File: src/rtl/regfile_dump_if.sv
// regfile_dump_if: byte-wide valid/ready stream from the dumper to the debug UART
interface regfile_dump_if;
    logic [7:0] out_data;
    logic       out_valid;
    logic       out_ready;

    modport master (output out_data, output out_valid, input out_ready);
    modport slave  (input out_data, input out_valid, output out_ready);
endinterface

File: src/rtl/regfile_dump.sv
// regfile_dump: walks a wrapping register range and streams 5-byte records (addr, data MSB-first)
module regfile_dump #(
    parameter int DATA_W   = 32,
    parameter int ADDR_W   = 5,
    parameter int NUM_REGS = 32
) (
    input  logic                clk,
    input  logic                reset,
    input  logic                start,
    input  logic [ADDR_W-1:0]   start_addr,
    input  logic [ADDR_W-1:0]   last_addr,
    output logic [ADDR_W-1:0]   rd_addr,
    input  logic [DATA_W-1:0]   rd_data,
    regfile_dump_if.master      strm,
    output logic                busy,
    output logic                done
);

    typedef enum logic [2:0] {IDLE, FETCH, SEND_ADDR, SEND_DATA, DONE} state_t;

    state_t              state_q, state_d;
    logic [ADDR_W-1:0]   cur_q, cur_d;
    logic [ADDR_W-1:0]   last_q, last_d;
    logic [DATA_W-1:0]   shreg_q, shreg_d;
    logic [1:0]          bcnt_q, bcnt_d;
    logic                valid_q, valid_d;
    logic [7:0]          data_q, data_d;
    logic                busy_q, busy_d;
    logic                done_q, done_d;
    logic                hs;

    assign hs             = valid_q && strm.out_ready;
    assign rd_addr        = cur_q;
    assign strm.out_valid = valid_q;
    assign strm.out_data  = data_q;
    assign busy           = busy_q;
    assign done           = done_q;

    // Next-state logic; outputs are derived from the next state so they come straight from flops
    always_comb begin
        state_d = state_q;
        cur_d   = cur_q;
        last_d  = last_q;
        shreg_d = shreg_q;
        bcnt_d  = bcnt_q;
        case (state_q)
            IDLE: begin
                if (start) begin
                    cur_d   = start_addr;
                    last_d  = last_addr;
                    state_d = FETCH;
                end
            end
            FETCH: begin
                shreg_d = rd_data;
                state_d = SEND_ADDR;
            end
            SEND_ADDR: begin
                if (hs) begin
                    bcnt_d  = 2'd0;
                    state_d = SEND_DATA;
                end
            end
            SEND_DATA: begin
                if (hs) begin
                    shreg_d = {shreg_q[DATA_W-9:0], 8'h00};
                    bcnt_d  = bcnt_q + 2'd1;
                    if (bcnt_q == 2'd3) begin
                        if (cur_q == last_q) begin
                            state_d = DONE;
                        end else begin
                            cur_d   = ADDR_W'((int'(cur_q) + 1) % NUM_REGS);
                            state_d = FETCH;
                        end
                    end
                end
            end
            DONE:    state_d = IDLE;
            default: state_d = IDLE;
        endcase
        valid_d = (state_d == SEND_ADDR) || (state_d == SEND_DATA);
        data_d  = (state_d == SEND_ADDR) ? 8'(cur_d) :
                  (state_d == SEND_DATA) ? shreg_d[DATA_W-1 -: 8] : 8'h00;
        busy_d  = state_d != IDLE;
        done_d  = state_d == DONE;
    end

    // State and registered outputs; reset aborts any record in flight
    always_ff @(posedge clk) begin
        if (reset) begin
            state_q <= IDLE;
            cur_q   <= '0;
            last_q  <= '0;
            shreg_q <= '0;
            bcnt_q  <= '0;
            valid_q <= 1'b0;
            data_q  <= '0;
            busy_q  <= 1'b0;
            done_q  <= 1'b0;
        end else begin
            state_q <= state_d;
            cur_q   <= cur_d;
            last_q  <= last_d;
            shreg_q <= shreg_d;
            bcnt_q  <= bcnt_d;
            valid_q <= valid_d;
            data_q  <= data_d;
            busy_q  <= busy_d;
            done_q  <= done_d;
        end
    end

endmodule

File: src/flat_wrapper.sv
// flat-port wrapper written by rule: the top's interface ports become plain ports
module regfile_dump_flat 
#(
    parameter int DATA_W   = 32,
    parameter int ADDR_W   = 5,
    parameter int NUM_REGS = 32
)
  (clk, reset, start, start_addr, last_addr, rd_addr, rd_data, busy, done, strm_out_data, strm_out_valid, strm_out_ready);
  regfile_dump_if strm_i ();
  input  logic clk;
  input  logic reset;
  input  logic start;
  input  logic [ADDR_W-1:0] start_addr;
  input  logic [ADDR_W-1:0] last_addr;
  output logic [ADDR_W-1:0] rd_addr;
  input  logic [DATA_W-1:0] rd_data;
  output logic busy;
  output logic done;
  output wire logic [$bits(strm_i.out_data)-1:0] strm_out_data;
  output wire logic [$bits(strm_i.out_valid)-1:0] strm_out_valid;
  input wire logic [$bits(strm_i.out_ready)-1:0] strm_out_ready;
  assign strm_out_data = strm_i.out_data;
  assign strm_out_valid = strm_i.out_valid;
  assign strm_i.out_ready = strm_out_ready;
  regfile_dump #(.DATA_W(DATA_W), .ADDR_W(ADDR_W), .NUM_REGS(NUM_REGS)) u_core (.clk(clk), .reset(reset), .start(start), .start_addr(start_addr), .last_addr(last_addr), .rd_addr(rd_addr), .rd_data(rd_data), .strm(strm_i), .busy(busy), .done(done));
endmodule
File: config.mk
export PLATFORM = sky130hd
export DESIGN_NAME = regfile_dump_flat
export DESIGN_NICKNAME = d
export VERILOG_FILES = /design/src/rtl/regfile_dump_if.sv /design/src/rtl/regfile_dump.sv /design/src/flat_wrapper.sv
export SDC_FILE = /design/constraint.sdc
export NUM_CORES = 1
export LEC_CHECK = 0
export CORE_MARGIN = 2
export CORE_UTILIZATION = 40
export CTS_CLUSTER_SIZE = 12
export DETAILED_ROUTE_END_ITERATION = 8
export GPL_ROUTABILITY_DRIVEN = 0
export PLACE_DENSITY = 0.73
export SLEW_MARGIN = 20
export SYNTH_ARGS = -nofsm -noshare
export SYNTH_HDL_FRONTEND = slang
export SYNTH_SLANG_ARGS = --single-unit
export TNS_END_PERCENT = 1
File: constraint.sdc
create_clock -name clk -period 4.27 [get_ports clk]
set_input_delay 1.281 -clock clk [delete_from_list [all_inputs] [get_ports clk]]
set_output_delay 1.281 -clock clk [all_outputs]
set_load 0.05 [all_outputs]
### Word level (Yosys, flattened, before mapping)

Index checks and enable logic that the tools add are counted.

| storage, ports and cells | value |
|---|---|
| bits of input ports | 46 |
| memories kept | 0 |
| memory bits (writable) | 0 |
| bits in latches | 0 |
| logic and storage cells | 52 |
| register bits | 58 |
| output and inout port bits | 16 |
| bits in read-only memories | 0 |

| cells by class | value |
|---|---|
| divide/modulo/power cells | 0 |
| add/subtract/negate cells | 2 |
| multiplexer cells | 18 |
| equal/unequal tests | 10 |
| magnitude comparators | 0 |
| $mul | 0 |
| reductions and logical operators | 10 |
| bitwise operators | 1 |
| shift operators | 0 |

Operator list:

| cell | number |
|---|---|
| 32-bit one-hot mux with 2 select lines | 1 |
| 32-bit two-way mux | 1 |
| 5-bit two-way mux | 6 |
| 3-bit two-way mux | 5 |
| 3-bit by 2-bit == test with 1-bit output (second input constant) | 4 |
| 3-bit one-hot mux with 4 select lines | 1 |
| 5-bit one-hot mux with 2 select lines | 1 |
| 5-bit by 1-bit adder with 5-bit output (second input constant) | 1 |
| 5-bit == test | 1 |
| 2-bit two-way mux | 2 |
| 2-bit by 1-bit inequality test with 1-bit output (second input constant) | 2 |
| 2-bit one-hot mux with 2 select lines | 1 |
| 2-bit AND reduction | 2 |
| 2-bit nonzero test | 2 |
| 3-bit by 1-bit == test with 1-bit output (second input constant) | 1 |
| 3-bit == test (second input constant) | 1 |
| 3-bit logical NOT | 1 |
| 3-bit AND reduction | 1 |
| 3-bit nonzero test | 1 |
| 3-bit OR reduction | 1 |
| 2-bit by 1-bit adder with 2-bit output (second input constant) | 1 |
| 2-bit == test (second input constant) | 1 |
| 1-bit logical AND | 1 |
| 1-bit logical OR | 1 |
| 1-bit inverter | 1 |

### Logic depth before layout (Yosys ltp)

| logic depth | value |
|---|---|
| word-level depth | 8 |
| mapped depth | 8 |
| gate-level depth less buffers | 7 |

### Worst setup path after synthesis

OpenSTA, ideal clock, no wires.

| timing path | value |
|---|---|
| kind | input port to flip-flop |
| from | input port strm_out_ready |
| to | register u_core.data_q[4] (netlist: u_core.strm.out_data[4]) |
| path slack | 1.901 ns |
| setup time | 0.075 ns |
| arrival | 2.294 ns |
| data required time | 4.195 ns |
| stages on the path | 7 |
| buffers on the path | 1 |
| path through | and3_1 -> a211o_1 -> or2_1 -> buf_6 -> clkinv_4 -> o31ai_2 -> a31oi_2 |

| between the ends | value |
|---|---|
| word-level cells in the longest chain between the ends | 6 |
| elaborated cells between the ends (all ways) | 12 |
| classes of those cells | 2 x eq/ne; 9 x mux; 1 x reduce/logical |

Ends and longest elaborated chain:

| item | line | text |
|---|---|---|
| start: declaration | flat_wrapper.sv:21 | `input wire logic [$bits(strm_i.out_ready)-1:0] strm_out_ready;` |
| 1-bit logical AND * | regfile_dump.sv:32 | `assign hs = valid_q && strm.out_ready;` |
| 3-bit two-way mux, on equally long branches | regfile_dump.sv:65, regfile_dump.sv:59 |  |
| 3-bit one-hot mux with 4 select lines | regfile_dump.sv:46 | `case (state_q)` |
| 3-bit by 2-bit == test with 1-bit output | regfile_dump.sv:83 | `(state_d == SEND_DATA) ? shreg_d[DATA_W-1 -: 8] : 8'h00;` |
| 5-bit two-way mux | regfile_dump.sv:83 |  |
| 5-bit two-way mux * | regfile_dump.sv:82 | `data_d = (state_d == SEND_ADDR) ? 8'(cur_d) :` |
| end signal: assignment | regfile_dump.sv:107 | `data_q <= data_d;` |
| end: declaration | regfile_dump.sv:27 | `logic [7:0] data_q, data_d;` |

Mark *: on every way between the ends. The rest lies on a longest branch, timed or not. The select of a mux whose other input is x is not followed.
A chain may end at the register's enable or synchronous reset.

### Final worst setup path

| timing path | value |
|---|---|
| from | register u_core.cur_q[2] (netlist: u_core.rd_addr[2]) |
| to | output port rd_addr[2] |

RTL lines:

| item | line | text |
|---|---|---|
| start: declaration | regfile_dump.sv:22 | `logic [ADDR_W-1:0] cur_q, cur_d;` |
| start signal: assignment | regfile_dump.sv:102 | `cur_q <= cur_d;` |
| end: declaration | flat_wrapper.sv:15 | `output logic [ADDR_W-1:0] rd_addr;` |

No word-level cell between the ends.

==> results by stage <==
Synthesis:
- The average footprint of a synthesized cell is 9.40 um^2.
- The most common cell in the synthesized netlist is sky130_fd_sc_hd__dfxtp_1.
- The largest total area in the synthesized netlist belongs to sky130_fd_sc_hd__dfxtp_1.
- Among all flip-flop cells after synthesis, the most frequent one is sky130_fd_sc_hd__dfxtp_1.
- The synthesis warning total is 0.
- The synthesized design devotes to its leading area cell type 44.6% of total area.
- Sequential elements use 44.6% of the synthesized area.
- When the netlist entered floorplanning its net count stood at 325.
- The commonest cells after synthesis are sky130_fd_sc_hd__dfxtp_1 (58), sky130_fd_sc_hd__nor2_1 (42), sky130_fd_sc_hd__a222oi_1 (21), sky130_fd_sc_hd__a21oi_1 (18).
- In this run, synthesis produced a sequential element count of 58.
- The async set-or-reset flop fraction in the synthesized netlist is 0%.
- Yosys mapped a number of flops with a built-in enable equal to 0.
- In this run, distinct cell masters in the synthesized netlist total 59.
- The synthesized area is 2600 um^2.
- The cell count after synthesis came out at 277.
- After synthesis, the cell types taking the most area are sky130_fd_sc_hd__dfxtp_1 (45%), sky130_fd_sc_hd__a222oi_1 (8.1%), sky130_fd_sc_hd__nor2_1 (6.1%), sky130_fd_sc_hd__a21oi_1 (3.5%), sky130_fd_sc_hd__nand3_1 (3.1%).

Power and ir drop:
- The reported leakage power is 1.24 nW.
- The internal power summed over all cells is 1.06 mW.
- The switching power as a share of total power is 26.6%.
- In this run the power spent charging and discharging nets is 382 uW.
- Sequential cells account for 42.6% of the total power.
- The share of total power in the clock network is 38.7%.
- The worst-case IR drop observed on VDD is 0.253 mV.
- Dividing total power by cell area gives a power density of 421 nW/um^2.
- The combinational share of power is 18.6%.

Detailed routing:
- After detailed routing, the average wire length per cell comes to 15.5 um.
- Wires add up to 6380 um.
- The detail-routed via count per cell is 5.74.
- Once detail routing completed, the nets flagged for antenna violations numbered 0.
- The iteration-0 DRC count of the detailed router is 324.
- Across all layers, the routed design uses 2,361 vias.
- The number of iterations in the first detailed-routing pass is 9.
- For this run, design rule violations remaining after detail routing come to 0.

Place:
- The number of cells after detailed placement is 396.
- In this run the tool buffered the top-level ports with 61 buffer cells.
- Timing analysis after detailed placement gives a worst setup slack of 1000 ps.
- After legalization and detailed placement, the total HPWL measured 4500 um.

Timing:
- Setup repair after global routing left no endpoint under its margin.
- On the final layout, the worst clock skew is 8.61 ps.
- The relative max-transition margin is 49.2%.
- The final critical-path setup slack is 1190 ps.
- Setup total negative slack on the finished layout was measured at 0 ps.
- The pin slew with the least headroom to its limit is 761 ps.
- The total count of max-transition violations in the final report came to 0.
- The number of endpoints with negative hold slack in the final report is 0.
- The share of the cycle needed by the critical path after routing is 72.2%.
- The worst path in the final design needs a cycle of 3080 ps, including I/O delays and setup.
- The total of endpoints with negative setup slack in the final report is 0.
- The maximum clock frequency is 0.324 GHz.

Layout:
- The share of the core filled with cells in the final layout is 54.1%.
- The number of nets in the finished design is 378.
- The proportion of layout cells with a drive suffix above 1 is 10.2%.
- The synthesis-to-finish area growth is 31.2%.
- The antenna cell count is 0.
- Once layout is complete, the cells apart from fillers number 411.

Global routing:
- The global route total overflow is 0.
- The first global-routing pass estimated 10,500 um of wire.
- Entering global routing, the biggest net connects 36 pins.
- For this run, the total global-route usage over all layers was measured as 18.2%.
- The number of antenna violations at the first check in global routing came to 0.
- The number of global-route vias before repair is 2,193.

Setup path:
- Walking the worst path, the cells encountered are clkdlybuf4s50_1.
- The family with the most delay on the worst path is buffers and inverters.
- The endpoint arrival time on the critical path is 1800 ps.
- The launching element type of the critical path is a flop.
- The data required time of the worst path is 2990 ps.
- The combined buffer and inverter count along the critical path is 1.
- The largest stage delay on the critical path is 890 ps.
- The critical path in this run is classified as flop to primary output.
- Among all stages on the critical path, the largest delay is contributed by sky130_fd_sc_hd__clkdlybuf4s50_1.
- The maximum fanout along the worst path is 10.
- STA classifies the critical path endpoint as a primary output.

Floorplan:
- In this run the core area contains 29 standard-cell rows.
- During I/O placement, the number of pins put on the boundary was 62.
- The core outline area is 6310 um^2.
- The die width is 84.7 um.
- The initial cell density of the core is 41.3%.
- Measured along the y axis, the die boundary spans 84.7 um.
- The area of the die is 7170 um^2.

CTS:
- The number of hold buffers added after cts is 0.
- The cell at the root of the clock tree is sky130_fd_sc_hd__clkbuf_8.
- The number of H-tree levels is 3.
- The total of cells resized after clock tree synthesis is 0.
- The post-CTS setup-driven buffer insertion count is 0.
- The number of sinks handled by clock tree synthesis is 58.
- The post-CTS clock slew at the launch and capture registers of the worst setup and hold paths is 60 ps.
- The number of CTS-inserted buffers is 9.
- The source-to-sink clock delay at the later pin of the worst-skew pair is 330 ps.
- The TritonCTS clock tree is done.
- The number of buffers between clock root and the deepest sink is 2.

Flow run:
- The total of max-cap violations is 0.

Hold path:
- The classification of the worst-slack hold path is flop to flop.

Status:
- The flow ran to the end, and the final reports show no timing, DRC or antenna violations.
[tightest hold or removal path, cell delays in order (launching register included)]
cell and delay (ps):
sky130_fd_sc_hd__dfxtp_1 300, sky130_fd_sc_hd__nand2_1 50, sky130_fd_sc_hd__a21oi_1 60
[logic make-up (layout without fill, tap and decap cells)]
| kind of cell | Yosys count | in the layout | share of synthesized area [%] |
|---|---|---|---|
| simple gates | 107 | 107 | 21.1 |
| compound gates | 70 | 70 | 22.5 |
| flops | 58 | 58 | 44.6 |
| buf+inv | 29 | 86 | 6.58 |
| xor+xnor | 6 | 6 | 2.31 |
| mux | 5 | 5 | 1.92 |
| fa+ha+maj | 2 | 2 | 0.960 |
[layout by cell type (no fill, tap or decap), types with 5 or more instances in the layout]
| master | Yosys | routed |
|---|---|---|
| sky130_fd_sc_hd__clkdlybuf4s50_1 | 0 | 60 |
| sky130_fd_sc_hd__nand4_1 | 5 | 5 |
| sky130_fd_sc_hd__a211oi_1 | 6 | 6 |
| sky130_fd_sc_hd__nand2_1 | 16 | 16 |
| sky130_fd_sc_hd__a222oi_1 | 21 | 21 |
| sky130_fd_sc_hd__a21oi_1 | 18 | 18 |
| sky130_fd_sc_hd__clkbuf_8 | 0 | 11 |
| sky130_fd_sc_hd__mux2i_1 | 5 | 5 |
| sky130_fd_sc_hd__nor2_1 | 42 | 41 |
| sky130_fd_sc_hd__buf_4 | 4 | 5 |
| sky130_fd_sc_hd__nand3_1 | 16 | 16 |
| sky130_fd_sc_hd__dfxtp_1 | 58 | 58 |
[power by group through the flow]
stage	clock (mW)	combinational, mW	sequential (mW)
5_1_grt	0.592	0.292	0.617
3_5_place_dp	0	0.267	0.624
2_1_floorplan	0	0.164	0.640
4_1_cts	0.566	0.268	0.612
3_3_place_gp	0	0.264	0.623
6_report	0.557	0.268	0.613
[through the flow]
step                hold WS, ps  area (um^2)  total power [mW]
floorplan                   426         2610             0.804
global placement            442         3200             0.887
detailed placement          447         3200             0.890
CTS                         456         3420              1.45
global route                473         3420              1.50
finish                      455         3420              1.44
[final cells by class]
cell class	count	area [um^2]
clock buffer	13	159
clock inverter	2	60.1
fill	595	2900
inverter	5	23.8
multi-input combinational	190	1270
sequential	58	1160
tap	77	96.3
timing repair buffer	66	643
[metal layers]
| metal | share of wire, % | track usage, % |
|---|---|---|
| met1 | 46 | 25.2 |
| met2 | 46 | 26.8 |
| met3 | 5.7 | 3.74 |
| met4 | 2.1 | 9.09 |
| met5 | 0 | 0 |
[final timing paths]
| path | start | endpoint | slack [ps] | cells after the start |
|---|---|---|---|---|
| worst min register to register | u_core.shreg_q[31] | u_core.shreg_q[31] | 450 | 2 |
| worst min-delay path | u_core.shreg_q[31] | u_core.shreg_q[31] | 450 | 2 |
| worst max register to register | u_core.state_q[0] | u_core.strm.out_data[2] | 1900 | 6 |
| worst max-delay path | u_core.rd_addr[2] | rd_addr[2] | 1190 | 1 |
[registers in the layout (all words and copies together) (netlist names)]
name and count:
u_core.bcnt_q 2, u_core.busy 1, u_core.strm.out_valid 1, u_core.last_q 5
u_core.done 1, u_core.shreg_q 32, u_core.state_q 3, u_core.rd_addr 5
u_core.strm.out_data 8
(Power assumes the default switching activity.)
